--- src/rtl/stream_mux_rr.sv ---
// stream_mux_rr: N-to-1 valid/ready stream multiplexer with a registered output stage.
// The source channel is chosen either by an external select or by round-robin arbitration.
module stream_mux_rr #(
    parameter int  N    = 4,
    parameter int  W    = 8,
    parameter int  MODE = 1,
    localparam int CW   = (N > 1) ? $clog2(N) : 1
) (
    input  logic           clk,
    input  logic           rst,
    input  logic [N-1:0]   in_valid,
    input  logic [N*W-1:0] in_data,
    output logic [N-1:0]   in_ready,
    input  logic [CW-1:0]  sel,
    output logic           out_valid,
    output logic [W-1:0]   out_data,
    output logic [CW-1:0]  out_chan,
    input  logic           out_ready
);

    logic [CW-1:0] ptr;
    logic [N-1:0]  grant;
    logic [CW-1:0] grant_idx;
    logic [CW:0]   rr_idx;
    logic          load;

    assign load     = ~out_valid | out_ready;
    assign in_ready = grant & {N{load}} & ~{N{rst}};

    // Round-robin scans offsets from high to low so the nearest requester at or above ptr wins.
    always_comb begin
        grant     = '0;
        grant_idx = '0;
        rr_idx    = '0;
        if (MODE == 0) begin
            for (int i = 0; i < N; i++) begin
                if (sel == CW'(i)) begin
                    grant[i]  = in_valid[i];
                    grant_idx = CW'(i);
                end
            end
        end else begin
            for (int i = N - 1; i >= 0; i--) begin
                rr_idx = {1'b0, ptr} + (CW+1)'(i);
                if (rr_idx >= (CW+1)'(N)) begin
                    rr_idx = rr_idx - (CW+1)'(N);
                end
                if (in_valid[rr_idx[CW-1:0]]) begin
                    grant                 = '0;
                    grant[rr_idx[CW-1:0]] = 1'b1;
                    grant_idx             = rr_idx[CW-1:0];
                end
            end
        end
    end

    always_ff @(posedge clk) begin
        if (rst) begin
            out_valid <= 1'b0;
            out_data  <= '0;
            out_chan  <= '0;
            ptr       <= '0;
        end else if (load) begin
            if (|grant) begin
                out_valid <= 1'b1;
                out_data  <= in_data[grant_idx*W +: W];
                out_chan  <= grant_idx;
                if (MODE != 0) begin
                    ptr <= (grant_idx == CW'(N - 1)) ? '0 : grant_idx + CW'(1);
                end
            end else begin
                out_valid <= 1'b0;
            end
        end
    end

endmodule
--- config.mk ---
export PLATFORM = sky130hd
export DESIGN_NAME = stream_mux_rr
export DESIGN_NICKNAME = d
export VERILOG_FILES = /design/src/rtl/stream_mux_rr.sv
export SDC_FILE = /design/constraint.sdc
export NUM_CORES = 1
export LEC_CHECK = 0
export CAP_MARGIN = 15
export CORE_ASPECT_RATIO = 1.4
export CORE_UTILIZATION = 40
export DETAILED_ROUTE_END_ITERATION = 10
export GPL_TIMING_DRIVEN = 0
export MAX_ROUTING_LAYER = met4
export PLACE_DENSITY = 0.71
export SLEW_MARGIN = 15
export SYNTH_ARGS = -nofsm -noshare
export SYNTH_HDL_FRONTEND = slang
export SYNTH_SLANG_ARGS = --single-unit
export TNS_END_PERCENT = 5
--- constraint.sdc ---
create_clock -name clk -period 4.2 [get_ports clk]
set_input_delay 0.63 -clock clk [delete_from_list [all_inputs] [get_ports clk]]
set_output_delay 0.63 -clock clk [all_outputs]
set_load 0.005 [all_outputs]
==> results.md, run 1 <==
- Of all nets on the critical path, the largest fanout is 9.
- In this run the worst hold path is classified as reg2reg.
- The detailed-route vias per instance is 5.695.
- The internal cell power is 0.7253 mW.
- The critical register-to-register path endpoint is out_data[2]$_SDFFE_PP0P_.
- The initial antenna violation count was 0.
- STA puts the critical path data required time at 3.57 ns.
- The clock input transition at the sequential cells of the worst setup and hold paths is about 0.06 ns.
- The global-route wire length before repair is 6368 µm.
- In this run, distinct cell masters in the synthesized netlist total 42.
- The number of nets in the synthesized netlist is between 200 and 250.
- The global-route congestion overflow total is 0.
- The critical path runs through a total of 9 cells.
- The transition at the pin with the smallest max-transition slack is 0.7488 ns.
- The type of the worst setup path is reg2out.
- The number of cells traversed by the worst register-to-register path is 11.
- The maximum vdd ir drop is around 0.00033 V.
- The proportion of synthesized flip-flops having asynchronous set or reset is 0%.
- Yosys attributes the largest share of cell area to sky130_fd_sc_hd__dfxtp_1 (17%), sky130_fd_sc_hd__mux2_4 (11%), sky130_fd_sc_hd__mux2i_1 (7.7%).
- Walking the worst path, the cells encountered are buf_6 > inv_1 > ha_1 > mux2_2 > nor3_1 > o21ai_1 > a41oi_1 > nor2b_1 > clkdlybuf4s50_1.
- The portion of total power attributed to the clock network is 9.3%.
- The family with the most delay on the worst path is buffers and inverters.
- In this run the critical register-to-register path is launched from ptr[1]$_SDFFE_PP0P_.
- 56 I/O pins were placed.
- In this run the clock root is driven by a sky130_fd_sc_hd__clkbuf_8.
- The initialized floorplan defines 26 standard-cell rows.
- Data arrives at the worst endpoint at 3.30 ns.
- The standard cell with the maximum stage delay on the critical path is sky130_fd_sc_hd__clkdlybuf4s50_1.
- The number of synthesized register bits is 13.
- The later pin in the worst-skew pair is clocked with a latency of 0.25 ns.
- The largest area contributor in the netlist is sky130_fd_sc_hd__dfxtp_1.
- The sequential fraction of the synthesis area is 16.69%.
- The clock passes through at most 2 buffers.
- The run finished with clean final reports.
- In the final routed layout, each cell accounts on average for roughly 15 µm.
- Setup violations remaining at the end of the flow were counted as 0.
- Net switching is 40.59% of the power.
- The tightest hold path in the finished design has a slack of slightly below 0.6 ns.
- The register-to-register path setup slack is 0.94 ns.
- Across the run, the number of max-cap violations was 0.
- In this design, the stage delay of the slowest critical-path cell is 0.51 ns.
- In this run the standard cell core region covers 3676 µm².
- The combinational cell fraction of total power is 72.7%.
- Of the available clock period, the critical path in the final layout requires 93.54%.
- The highest achievable clock rate is 254.5 MHz.
- Buffers inserted during clock tree synthesis total 3.
- The mean area per synthesized cell is 9.280 µm².
- The initial cell density of the core is between 40% and 50%.
- The fraction of layout cells with a size suffix above 1 is 17.41%.
- Routability-driven placement finished with a final weighted congestion of 0.8017.
- The critical path contains buffers and inverters numbering 3 combined.
- Summed over its instances, the top area cell type makes up ~17% of the synthesized netlist area.
- Headroom to the max-slew limit came out at 49.98%.
- The first detailed-routing pass took 4 iterations.
- The post-CTS setup buffer count is 0.
- For this design, the CTS-stage hold fixing added 0 buffers.
- The standby leakage power is 0.8681 nW.
- For the final database, setup skew stands at 0.007362 ns.
- The die covers 4154 µm².
- Tracing the worst setup path back leads to its startpoint at ptr[1]$_SDFFE_PP0P_.
- The post-synthesis cell count is ~170.
- The sum of negative setup slack is 0 ns.
- The final antenna diode count is 0.
- The number of nets in the final layout is 274.
- The endpoint of the worst setup timing path is in_ready[3].
- The CTS tree is built.
- Setup repair after global routing left no endpoint under its margin.
- The number of max-slew violations in the final report was 0.
- For this design the total switching power over the nets is just under 0.5 mW.
- The pin count of the biggest net entering global routing is 11.
- The via count of the routed design is 1515.
- The via count of the first global-routing pass is about 1500.
- Among all flip-flop cells after synthesis, the most frequent one is sky130_fd_sc_hd__dfxtp_1.
- In this run the vertical extent of the chip is about 76 µm.
- In the routed design, unresolved DRC markers number 0.
- The number of hold violations in the final report is 0.
- Power spread over the standard cell area amounts to 560.4 nW/µm².
- In this run the horizontal extent of the chip is 54.76 µm.
- The number of DRC violations after detailed-routing iteration 0 is 31.
- The endpoint type of the worst setup path is an output pin.
- The deepest level of the CTS H-tree is 1.
- The number of enable flip-flop cells after synthesis is 0.
- The count of clock tree sinks is 13.
- The wire length reported by the detailed router is 3953 µm.
- The final critical path time including I/O delays and setup is 3.929 ns.
- The total global routing track utilization is 21.45%.
- Sequential cells burn approximately 18% of the power.
- The startpoint class of the critical path is a flip-flop.
- The antenna violation net count after detailed routing is 0.
- The number of input and output port buffers inserted is 52.
- The number of warnings reported in the yosys synthesis log is 0.
- The area overhead of the layout relative to synthesis is 39.73%.
- The post-CTS resize count is 0.
- The wire-length estimate of the detail-placed layout is roughly 3200 µm.
- The summed instance area of the synthesized netlist is 1559 µm².
## cell type report
cell class / count / area [µm²]
Timing Repair Buffer: 52 / 520.5
Inverter: 5 / 18.77
Fill cell: 329 / 1498
Tap cell: 42 / 52.55
Multi-Input combinational cell: 139 / 1207
Clock buffer: 4 / 45.04
Sequential cell: 13 / 261.5
Buffer: 11 / 72.57
## flip-flops by register name (all words and copies together) (netlist names)
signal and flops:
out_valid 1, out_chan 2, ptr 2, out_data 8
## cell usage in the layout, fill, tap and decap left out, drive strengths merged, types with 3 or more instances in the layout
cell	synthesis	routed
a2111oi	10	10
a211oi	8	8
a21oi	4	4
a41oi	3	3
and3	8	8
buf	8	8
clkbuf	3	7
clkdlybuf4s50	0	52
dfxtp	13	13
ha	8	8
inv	5	5
mux2	16	16
mux2i	14	14
nand2	9	9
nand2b	6	6
nor2	9	9
nor2b	15	15
nor3b	3	3
o21ai	8	8
## power by group through the flow
| stage | sequential, mW | combinational [mW] | clock (mW) |
|---|---|---|---|
| final | 0.220 | 0.887 | 0.113 |
| after floorplan | 0.221 | 0.612 | 0 |
| after CTS | 0.221 | 0.892 | 0.116 |
| after detailed placement | 0.222 | 0.884 | 0 |
| after global routing | 0.230 | 0.966 | 0.121 |
| after global placement | 0.220 | 0.872 | 0 |
## worst min path at each step
stage | from | endpoint | slack [ns] | cells past startpoint
finish | out_valid$_SDFFE_PP0N_ | out_valid$_SDFFE_PP0N_ | 0.59 | 2
global route | out_valid$_SDFFE_PP0N_ | out_valid$_SDFFE_PP0N_ | 0.65 | 2
CTS | out_valid$_SDFFE_PP0N_ | out_valid$_SDFFE_PP0N_ | 0.60 | 2
detailed placement | out_valid$_SDFFE_PP0N_ | out_valid$_SDFFE_PP0N_ | 0.59 | 2
global placement | out_valid$_SDFFE_PP0N_ | out_valid$_SDFFE_PP0N_ | 0.58 | 2
floorplan | out_valid$_SDFFE_PP0N_ | out_valid$_SDFFE_PP0N_ | 0.57 | 2
## through the flow
step	power [mW]	instances	setup WS (ns)	area [µm²]	util [%]
after CTS	1.229	266	0.1781	2177	59.22
final	1.221	266	0.2712	2178	59.26
after global routing	1.317	266	0.06014	2178	59.26
after floorplan	0.8337	168	1.212	1559	-
after global placement	1.093	262	0.4525	2132	58.00
after detailed placement	1.106	262	0.4452	2132	58.00
## worst min-delay path, stage by stage (launching register included)
cell	delay, ns
sky130_fd_sc_hd__dfxtp_1	0.31
sky130_fd_sc_hd__nand2b_1	0.14
sky130_fd_sc_hd__a21oi_1	0.09
## metal layers
metal	GRT usage, %	part of all wire, %	vias up
li1	-	-	751
met1	23.48	42	710
met2	38.55	52	46
met3	1.397	3.5	8
met4	8.832	1.9	0
met5	-	0	-
## kinds of logic after synthesis
logic type	Yosys count	share of synthesized area, %
flip-flops	13	16.69
buffers and inverters	16	5.859
adder cells (fa/ha/maj)	8	6.421
AO/OA/AOI/OAI	42	24.00
AND/OR/NAND/NOR	58	20.79
multiplexers	31	26.24
## Yosys cell counts, drive strengths merged (3+ instances only)
| master | n |
|---|---|
| nor2b | 15 |
| nor3b | 3 |
| a2111oi | 10 |
| inv | 5 |
| ha | 8 |
| a41oi | 3 |
| nor2 | 9 |
| nand2 | 9 |
| a211oi | 8 |
| clkbuf | 3 |
| mux2 | 16 |
| nand2b | 6 |
| a21oi | 4 |
| buf | 8 |
| mux2i | 14 |
| o21ai | 8 |
| dfxtp | 13 |
| and3 | 8 |
Note: power is estimated with default switching activity, not from simulation.
==> inputs of run 2 (changes only) <==
==> constraint.sdc (replaced) <==
create_clock -name clk -period 3.8 [get_ports clk]
set_input_delay 0.57 -clock clk [delete_from_list [all_inputs] [get_ports clk]]
set_output_delay 0.57 -clock clk [all_outputs]
set_load 0.005 [all_outputs]
==> run 2 against run 1 <==
  * Sequential power grew 11%
  * Flip-flop and latch count stayed put
  * Worst hold slack improved by 0.0016 ns
  * Final area increased by 1.5%
  * Via count increased by 0.66%
  * Cell count grew 0.38%
  * Die area unchanged
  * Critical path type unchanged
  * Critical endpoint is now in_ready[1]
==> results.md, run 2 (synthesis gave the netlist of run 1 again) <==
- The run finished with clean final reports.
- Among all stages on the critical path, the largest delay is contributed by sky130_fd_sc_hd__mux4_2.
- The floorplan step set the die height to 75.87 µm.
- The final critical path time including I/O delays and setup is 3.636 ns.
- The clock input transition at the sequential cells of the worst setup and hold paths is 0.06 ns.
- The global placement routability congestion is 0.8017.
- Once placement finished, the instance area stood at 2132 µm².
- STA puts the critical path data required time at 3.23 ns.
- The share of the core filled with cells is 60.14%.
- Clock latency on the worst-skew pair, taken at its later pin, is 0.25 ns.
- The cell sitting at the root of the clock tree is a sky130_fd_sc_hd__clkbuf_8.
- The highest achievable clock rate is 275.0 MHz.
- The count of clock tree sinks is 13.
- More flip-flops sit in one register than any other, and that register is out_data.
- The initial antenna violation count came to 0.
- The longest clock path from root to sink contains 2 buffers.
- In this run the number of H-tree levels came out at 1.
- Dividing the final minimum period by the clock period gives 95.69%.
- The worst setup timing slack at the placement stage is 0.1052 ns.
- Dividing the detail-routed via count by the number of cells gives 5.712.
- The number of antenna diodes in the final layout is 0.
- The final layout contains ~280 nets.
- The pin count of the biggest net entering global routing is 11.
- Headroom to the max-slew limit came out at 50.05%.
- The final route contains 1525 vias.
- At the worst endpoint, the arrival time is 3.07 ns.
- The area used by multi-input combinational logic is 1232 µm².
- For this block, the routed nets add up to 4047 µm of wire.
- Max-cap violations in this run came to 0.
- Dividing the detail-routed wire length by the instance count gives ~15 µm.
- Across every metal layer, demand over resource in global routing totals 21.33%.
- Counting the fill cells in the layout gives 327.
- The pre-antenna-repair detailed-routing pass consisted of 4 iterations.
- The maximum vdd ir drop is 0.0003715 V.
- For this design the static power due to leakage is 0.8752 nW.
- In the final layout, the share of cells above drive strength 1 is 19.11%.
- The HPWL reported at the end of detailed placement is 3167 µm.
- The area overhead of the layout relative to synthesis is 41.81%.
- The die covers just over 4000 µm².
- For this design the top-level I/O count stands at 56.
- In this run the core area contains 26 standard-cell rows.
- From left edge to right edge, the die measures ~55 µm.
- The library cells used most frequently in the layout, excluding fill and tap cells, are sky130_fd_sc_hd__clkdlybuf4s50_1 (52), sky130_fd_sc_hd__nor2b_1 (15), sky130_fd_sc_hd__mux2i_1 (12), sky130_fd_sc_hd__dfxtp_1 (12), sky130_fd_sc_hd__mux2_4 (11).
- STA classifies the critical path startpoint as a flip-flop.
- The initial cell density of the core is 42.41%.
- In this run the worst path has a maximum fanout of 9.
- The endpoint type of the worst setup path is an output pin.
- After global routing the overflow that remains totals 0.
- Setup slack on the critical path of the routed design comes to 0.1638 ns.
- Setup repair after global routing left no endpoint under its margin.
- Setup violations remaining at the end of the flow were counted as 0.
- The critical path is of the reg2out type.
- The tightest min-delay check is of the reg2reg type.
- The count of unresolved DRC violations after routing is 0.
- The number of buffers and inverters on the critical path is 3.
- Broken down by cell family, the worst path's largest delay share belongs to buffers and inverters.
- The signal on the critical path passes through buf_6 > inv_1 > ha_4 > mux4_2 > nand2b_1 > mux2i_1 > a31oi_2 > nor2b_1 > clkdlybuf4s50_1.
- In this run the standard cell core region covers 3676 µm².
- The number of hold violations in the final report is 0.
- The count of buffers added on input and output ports is between 50 and 60.
- The number of max-slew violations in the final report is 0.
- For the final routed database, the setup TNS stands at 0 ns.
- The transition at the pin with the smallest max-transition slack is about 0.75 ns.
- The worst setup skew after layout is 0.007364 ns.
- Registers take 261.5 µm².
- The total CTS buffers is 3.
- Once detail routing completed, the nets flagged for antenna violations numbered 0.
- The delay of the slowest critical-path stage is 0.56 ns.
- The most common cell after layout, fill and taps aside is sky130_fd_sc_hd__clkdlybuf4s50_1.
- The detailed router finished its first iteration with 39 violations.
- The register with the most flip-flops in the layout has 8 of them.
- The via count of the first global-routing pass came to 1473.
- After routing the design area is 2211 µm².
- In the final layout, the registers with the most flip-flops are out_data x8, out_chan x2, ptr x2.
- The design draws 1.386 mW.
- The global-route wire length before repair is 6320 µm.
- The CTS tree is built.
- The power per unit of standard cell area is ~630 nW/µm².
-- run 2: final timing paths --
kind / depth (start not counted) / slack (ns) / end / startpoint
worst min-delay path: 2 / 0.60 / out_valid$_SDFFE_PP0N_ / out_valid$_SDFFE_PP0N_
worst max-delay path: 9 / 0.16 / in_ready[1] / ptr[1]$_SDFFE_PP0P_
worst max register to register: 12 / 0.55 / out_data[2]$_SDFFE_PP0P_ / ptr[1]$_SDFFE_PP0P_
worst min register to register: 2 / 0.60 / out_valid$_SDFFE_PP0N_ / out_valid$_SDFFE_PP0N_
-- run 2: worst reg2reg max path, cell delays in order, from the launching register on --
cell                      delay, ns
sky130_fd_sc_hd__dfxtp_1       0.40
sky130_fd_sc_hd__buf_6         0.19
sky130_fd_sc_hd__inv_1         0.16
sky130_fd_sc_hd__ha_4          0.28
sky130_fd_sc_hd__buf_6         0.14
sky130_fd_sc_hd__and3b_1       0.18
sky130_fd_sc_hd__o211a_1       0.26
sky130_fd_sc_hd__o21ai_0       0.24
sky130_fd_sc_hd__a41oi_2       0.19
sky130_fd_sc_hd__buf_4         0.18
sky130_fd_sc_hd__o41ai_4       0.36
sky130_fd_sc_hd__buf_6         0.24
sky130_fd_sc_hd__mux2_4        0.31
-- run 2: power breakdown --
group | switching [mW] | total, mW | internal (mW)
registers | 0.0428 | 0.244 | 0.201
logic | 0.469 | 1.02 | 0.547
clock network | 0.0512 | 0.125 | 0.0741
-- run 2: layer usage --
layer / vias up / part of all wire [%] / track usage (%)
met1: 721 / 43 / 23.24
met2: 42 / 52 / 39.09
met3: 8 / 3.4 / 1.198
met4: 0 / 1.6 / 7.692
li1: 754 / - / -
met5: - / 0 / -
-- run 2: area by class of cell --
class	count	area share, %
inverter	5	0.8489
buffer	11	3.282
sequential	13	11.83
clock buffer	4	2.037
timing repair buffer	53	23.88
multi-input combinational	139	55.74
tap	42	2.377
-- run 2: repair_timing --
action | 4_1_cts | 5_1_grt
endpoints found under the setup margin | 3 | 4
hold buffers | 0 | 0
resized for setup | 3 | 2
buffers inserted | 0 | 1
pin swaps | 0 | 2
-- run 2: metrics by stage --
stage	hold WS [ns]	instances
6_report	0.5965	267
5_1_grt	0.6488	267
4_1_cts	0.6030	266
3_5_place_dp	0.5948	262
3_3_place_gp	0.5818	262
2_1_floorplan	0.5728	168
